File: src/rtl/calc1_pkg.sv
// calc1_pkg: definitions shared by the calc1 requester-port driver and its FIFO.
//   - command and response code constants of the calc1 core
//   - port-driver FSM state encoding
//   - the 68-bit request entry {cmd, op1, op2} (bit 0 of each field is the MSB)
package calc1_pkg;

    localparam logic [0:3] CMD_NOP = 4'd0;
    localparam logic [0:3] CMD_ADD = 4'd1;
    localparam logic [0:3] CMD_SUB = 4'd2;
    localparam logic [0:3] CMD_SHL = 4'd5;
    localparam logic [0:3] CMD_SHR = 4'd6;

    localparam logic [0:1] RSP_NONE = 2'd0;
    localparam logic [0:1] RSP_OK   = 2'd1;
    localparam logic [0:1] RSP_ERR  = 2'd2;
    localparam logic [0:1] RSP_INT  = 2'd3;

    typedef enum logic [2:0] {
        ST_IDLE,
        ST_SEND1,
        ST_SEND2,
        ST_WAIT,
        ST_DONE
    } calc1_state_t;

    typedef struct packed {
        logic [0:3]  cmd;
        logic [0:31] op1;
        logic [0:31] op2;
    } calc1_req_t;

endpackage

File: src/rtl/calc1_req_fifo.sv
// calc1_req_fifo: synchronous request FIFO, DEPTH entries (power of two, >= 2).
// Ports:
//   c_clk      - clock, rising edge
//   reset      - asynchronous active-low; empties the FIFO
//   push       - write push_data (ignored when full)
//   push_data  - request entry to store
//   pop        - drop the head entry (ignored when empty)
//   head       - current head entry, valid whenever empty = 0
//   full/empty - decoded from the occupancy count register
// The head is read asynchronously from the storage array so the driver can
// capture it on the same edge that pops it.
module calc1_req_fifo
    import calc1_pkg::*;
#(
    parameter int DEPTH = 4
) (
    input  logic       c_clk,
    input  logic       reset,
    input  logic       push,
    input  calc1_req_t push_data,
    input  logic       pop,
    output calc1_req_t head,
    output logic       full,
    output logic       empty
);

    localparam int PTR_W = $clog2(DEPTH);
    localparam logic [PTR_W:0] FULL_COUNT = (PTR_W + 1)'(DEPTH);

    calc1_req_t mem [DEPTH];

    logic [PTR_W-1:0] wr_ptr_reg;
    logic [PTR_W-1:0] rd_ptr_reg;
    logic [PTR_W:0]   count_reg;
    logic             push_ok;
    logic             pop_ok;

    assign full    = (count_reg == FULL_COUNT);
    assign empty   = (count_reg == '0);
    assign push_ok = push && !full;
    assign pop_ok  = pop && !empty;
    assign head    = mem[rd_ptr_reg];

    // Storage carries no reset; stale contents are unreachable once the
    // pointers and count are cleared.
    always_ff @(posedge c_clk) begin
        if (push_ok) begin
            mem[wr_ptr_reg] <= push_data;
        end
    end

    always_ff @(posedge c_clk or negedge reset) begin
        if (!reset) begin
            wr_ptr_reg <= '0;
            rd_ptr_reg <= '0;
            count_reg  <= '0;
        end else begin
            if (push_ok) begin
                wr_ptr_reg <= wr_ptr_reg + PTR_W'(1);
            end
            if (pop_ok) begin
                rd_ptr_reg <= rd_ptr_reg + PTR_W'(1);
            end
            case ({push_ok, pop_ok})
                2'b10:   count_reg <= count_reg + (PTR_W + 1)'(1);
                2'b01:   count_reg <= count_reg - (PTR_W + 1)'(1);
                default: count_reg <= count_reg;
            endcase
        end
    end

endmodule

File: src/rtl/calc1_port_driver.sv
// calc1_port_driver: request sequencer for one calc1 requester port.
// Buffers complete operations, drives each onto the two-cycle calc1 request
// protocol (cmd+op1, then op2), waits for the port response or a timeout and
// returns the completion on a valid/ready interface.
// Parameters: DEPTH (FIFO entries, power of two >= 2), TIMEOUT (WAIT cycles
// before a timeout completion, >= 2), CNT_W (counter width, 2**CNT_W > TIMEOUT).
// Ports:
//   c_clk, reset                   - clock, async active-low reset
//   in_valid/in_ready/in_cmd/in_op1/in_op2 - upstream operation interface
//   req_cmd_out, req_data_out      - to calc1 reqN_cmd_in / reqN_data_in
//   resp_in, data_in               - from calc1 out_respN / out_dataN
//   rsp_valid/rsp_ready/rsp_code/rsp_data/rsp_timeout - completion interface
//   err_spurious                   - sticky: response seen outside WAIT
module calc1_port_driver
    import calc1_pkg::*;
#(
    parameter int DEPTH   = 4,
    parameter int TIMEOUT = 64,
    parameter int CNT_W   = 8
) (
    input  logic        c_clk,
    input  logic        reset,
    input  logic        in_valid,
    output logic        in_ready,
    input  logic [0:3]  in_cmd,
    input  logic [0:31] in_op1,
    input  logic [0:31] in_op2,
    output logic [0:3]  req_cmd_out,
    output logic [0:31] req_data_out,
    input  logic [0:1]  resp_in,
    input  logic [0:31] data_in,
    output logic        rsp_valid,
    input  logic        rsp_ready,
    output logic [0:1]  rsp_code,
    output logic [0:31] rsp_data,
    output logic        rsp_timeout,
    output logic        err_spurious
);

    calc1_state_t state_reg;
    logic [0:31]  op2_reg;
    logic [CNT_W-1:0] cnt_reg;

    calc1_req_t fifo_in;
    calc1_req_t fifo_head;
    logic       fifo_full;
    logic       fifo_empty;
    logic       fifo_pop;

    assign fifo_in  = '{cmd: in_cmd, op1: in_op1, op2: in_op2};
    assign in_ready = !fifo_full;
    // The only pop point is the IDLE -> SEND1 transition.
    assign fifo_pop = (state_reg == ST_IDLE) && !fifo_empty;

    calc1_req_fifo #(
        .DEPTH(DEPTH)
    ) u_fifo (
        .c_clk    (c_clk),
        .reset    (reset),
        .push     (in_valid),
        .push_data(fifo_in),
        .pop      (fifo_pop),
        .head     (fifo_head),
        .full     (fifo_full),
        .empty    (fifo_empty)
    );

    always_ff @(posedge c_clk or negedge reset) begin
        if (!reset) begin
            state_reg    <= ST_IDLE;
            op2_reg      <= '0;
            cnt_reg      <= '0;
            req_cmd_out  <= CMD_NOP;
            req_data_out <= '0;
            rsp_valid    <= 1'b0;
            rsp_code     <= RSP_NONE;
            rsp_data     <= '0;
            rsp_timeout  <= 1'b0;
            err_spurious <= 1'b0;
        end else begin
            // Only one request is outstanding, so any response outside WAIT
            // (including a late one after a timeout) is unexpected.
            if (resp_in != RSP_NONE && state_reg != ST_WAIT) begin
                err_spurious <= 1'b1;
            end

            case (state_reg)
                ST_IDLE: begin
                    if (!fifo_empty) begin
                        op2_reg      <= fifo_head.op2;
                        req_cmd_out  <= fifo_head.cmd;
                        req_data_out <= fifo_head.op1;
                        state_reg    <= ST_SEND1;
                    end
                end
                ST_SEND1: begin
                    req_cmd_out  <= CMD_NOP;
                    req_data_out <= op2_reg;
                    state_reg    <= ST_SEND2;
                end
                ST_SEND2: begin
                    req_data_out <= '0;
                    cnt_reg      <= '0;
                    state_reg    <= ST_WAIT;
                end
                ST_WAIT: begin
                    cnt_reg <= cnt_reg + CNT_W'(1);
                    // Response is checked first so it wins a tie with the timeout.
                    if (resp_in != RSP_NONE) begin
                        rsp_valid   <= 1'b1;
                        rsp_code    <= resp_in;
                        rsp_data    <= data_in;
                        rsp_timeout <= 1'b0;
                        state_reg   <= ST_DONE;
                    end else if (cnt_reg == CNT_W'(TIMEOUT - 1)) begin
                        rsp_valid   <= 1'b1;
                        rsp_code    <= RSP_NONE;
                        rsp_data    <= '0;
                        rsp_timeout <= 1'b1;
                        state_reg   <= ST_DONE;
                    end
                end
                ST_DONE: begin
                    if (rsp_ready) begin
                        rsp_valid <= 1'b0;
                        state_reg <= ST_IDLE;
                    end
                end
                default: state_reg <= ST_IDLE;
            endcase
        end
    end

endmodule

File: config.mk
export PLATFORM = sky130hd
export DESIGN_NAME = calc1_port_driver
export DESIGN_NICKNAME = d
export VERILOG_FILES = /design/src/rtl/calc1_pkg.sv /design/src/rtl/calc1_req_fifo.sv /design/src/rtl/calc1_port_driver.sv
export SDC_FILE = /design/constraint.sdc
export NUM_CORES = 1
export LEC_CHECK = 0
export BUFFER_PORTS_ARGS = -buffer_cell sky130_fd_sc_hd__buf_2
export CAP_MARGIN = 15
export CORE_MARGIN = 3
export CORE_UTILIZATION = 52
export CTS_CLUSTER_SIZE = 24
export DETAILED_ROUTE_END_ITERATION = 7
export MAX_ROUTING_LAYER = met4
export PLACE_DENSITY = 0.74
export SLEW_MARGIN = 0
export SYNTH_ARGS = -nofsm -noshare
export SYNTH_HDL_FRONTEND = slang
export SYNTH_HIERARCHICAL = 1
export SYNTH_SLANG_ARGS = --single-unit
File: constraint.sdc
create_clock -name c_clk -period 2.86 [get_ports c_clk]
set_input_delay 0.429 -clock c_clk [delete_from_list [all_inputs] [get_ports c_clk]]
set_output_delay 0.429 -clock c_clk [all_outputs]
set_load 0.05 [all_outputs]
==> reports/results.ini <==
[synthesis]
syn_inst=924
synth_top_cell_by_area=edfxtp_1
async_reset_ff_share_pct=31.1
synth-edff-count=272
yosys.cell_types.count=52
yosys.area.top_type_share_pct=52.2
synth_seq_cells=395
syn_area_um2=15600
syn_area_per_cell_um2=16.9
ys_warn_count=6
syn_nets=1037
synth.area.top_cells=edfxtp_1, dfrtp_1, mux4_2
ys.flop_type=edfxtp_1
ys_seq_area_share_pct=71.9

[final_layout]
nFillCells=2081
largest_reg_flops=272
syn_to_final_growth_pct=17.7
finalNonFillerCells=1541
layout-drive-gt1-share_pct=34.2
regMostFlops=u_fifo/mem
nets=1228

[placement]
port_buffers=179
placedCellCount=1455
routabilityCongestion=0.767
dp_hpwl_mm=20.4

[floorplan]
io_pins=180
start_util_pct=53.6
die-area_um2=32200
die_y_um=179
core_area_um2=29200
rows=62
die_w_um=179

[sta]
fin_crit_ns=2.29
hold_viol=0
period_share_pct=80.0
clock_skew_ns=0.0125
slew-limit-headroom_pct=52.0
rsz0062_at_grt=no
setup_viol=0
worst_pin_slew_ns=0.721
finalMaxSlewViolations=0
fmax_mhz=437
fin_tns_setup_ns=0

[routing]
ant_nets=0
drt_iter0_drc=670
avgRoutedWirePerCell_um=21.9
via_count=8941
drt_pass1_iterations=5
wl_mm=33.7
drc=0
viasPerCell=5.80

[global_routing]
antenna_found_initial=9
grt_remaining_overflow=0
track_usage_pct=21.6
grt_pass1_wl_mm=53.8
grt_pass1_vias=9474
grt_max_degree=50

[cts]
cts_inserted_buffers=41
clkTransAtPathRegs_ns=0.06
ctsHtreeMaxLevel=2
clk_latency_ns=0.54
root_buffer=clkbuf_16
cts_tree=done
clock_path_buffers=3
cts_sinks=395

[critical_path]
rr_worst_depth=10
critical_path_arrival_ns=2.74
required_ns=3.31
critical_path_class=reg -> reg
crit_path_start_kind=flop
worstPathMaxFanout=8
r2r_slack_ns=0.57
reg2reg_to=u_fifo/count_reg[2]$_DFFE_PN0P_
cp-end-kind=flop
worstReg2RegStart=u_fifo/count_reg[0]$_DFFE_PN0P_

[hold_path]
hold_end=u_fifo/mem[2][42]$_DFFE_PP_
worstHoldStart=in_op1[21]
hold_class=in -> reg
min_delay_path_depth=1

[pwr]
peakVddDrop_mv=0.948
leakage_nw=6.91
cellPowerDensity_nw_per_um2=1230

[status]
status=finished clean

[job]
maxCapViolCount=0

## power breakdown
| part | internal (mW) | leakage [nW] | switching (mW) |
|---|---|---|---|
| logic | 3.13 | 2.32 | 5.32 |
| registers | 7.90 | 3.92 | 1.01 |
| clock network | 3.17 | 0.662 | 2.18 |
| total | 14.2 | 6.91 | 8.52 |
## how the worst max path moves through the flow
stage                     cells after the start                            start                              end
after global routing                         10  u_fifo/count_reg[0]$_DFFE_PN0P_  u_fifo/count_reg[2]$_DFFE_PN0P_
after global placement                       10  u_fifo/count_reg[0]$_DFFE_PN0P_  u_fifo/count_reg[2]$_DFFE_PN0P_
after detailed placement                     10  u_fifo/count_reg[0]$_DFFE_PN0P_  u_fifo/count_reg[2]$_DFFE_PN0P_
after CTS                                    10  u_fifo/count_reg[0]$_DFFE_PN0P_  u_fifo/count_reg[2]$_DFFE_PN0P_
after floorplan                               3  u_fifo/count_reg[2]$_DFFE_PN0P_       u_fifo/mem[0][0]$_DFFE_PP_
final                                        10  u_fifo/count_reg[0]$_DFFE_PN0P_  u_fifo/count_reg[2]$_DFFE_PN0P_
## worst max-delay path, cell delays in order, from the launching register on
cell	delay [ns]
dfrtp_1	0.45
nor3_1	0.09
buf_4	0.17
nor4_4	0.16
o31a_1	0.26
ha_1	0.20
inv_1	0.06
fa_1	0.37
xor2_1	0.15
nor2_1	0.13
xor2_1	0.18
## cells by family (layout without fill, tap and decap cells)
group,Yosys count,count (layout),share of synthesized area [%]
compound gates,162,162,6.43
buf+inv,104,328,3.70
simple gates,144,144,4.54
xor+xnor,7,7,0.392
mux,105,105,12.4
flops,395,395,71.9
fa+ha+maj,7,7,0.608
other cells,0,9,0
## final cells by class
cell class | instances | area, µm² | share of cell area, %
flip-flops and latches | 395 | 11300 | 61.1
multi-input cells | 425 | 3850 | 20.9
repair buffers | 210 | 1270 | 6.92
clock buffers | 50 | 1080 | 5.87
well taps | 384 | 480 | 2.61
clock inverters | 26 | 289 | 1.57
inverters | 42 | 158 | 0.856
diodes | 9 | 22.5 | 0.122
## per-layer routing
layer,share of wire [%],GRT usage [%]
met3,7.8,4.69
met2,50,35.2
met1,40,27.7
met5,0,-
met4,2.4,6.56
## cells in the final DEF (no fill, tap or decap), types with 19 or more instances in the layout
cell type,instances
buf_4,19
a31oi_1,32
edfxtp_1,272
dfrtp_1,120
nand3_1,37
o211ai_1,35
inv_1,42
nand2_1,77
a21oi_1,32
mux2_2,34
mux4_2,68
buf_2,178
clkbuf_16,42
o21ai_0,41
## cells in the mapped netlist, types with 5 or more instances
cell type and count:
o211ai_1 35, and2_1 5, dfrtp_1 123, buf_12 7
a21oi_1 33, buf_2 18, o21ai_0 41, clkbuf_1 26
mux2_2 34, edfxtp_1 272, nand2_1 77, ha_1 6
inv_1 42, buf_6 6, mux4_2 68, a31oi_1 32
nand3_1 37
## per-stage QoR
| step | power [mW] | setup slack, ns | hold slack, ns | instance area [µm²] | utilization (%) |
|---|---|---|---|---|---|
| 2_1_floorplan | 15.3 | 0.0152 | 0.133 | 15600 | - |
| 3_3_place_gp | 17.2 | 0.702 | 0.417 | 17000 | 58.3 |
| 3_5_place_dp | 17.5 | 0.581 | 0.412 | 17000 | 58.3 |
| 4_1_cts | 22.9 | 0.562 | 0.0801 | 18400 | 63.0 |
| 5_1_grt | 23.9 | 0.408 | 0.0809 | 18400 | 63.1 |
| 6_report | 22.7 | 0.572 | 0.102 | 18400 | 63.1 |
## timing repair
item                      4_1_cts  5_1_grt
hold endpoints to repair       46        0
gates resized for setup         0        0
setup buffers                   0        0
hold buffers                    1        0
Note: power is estimated with default switching activity, not from simulation.
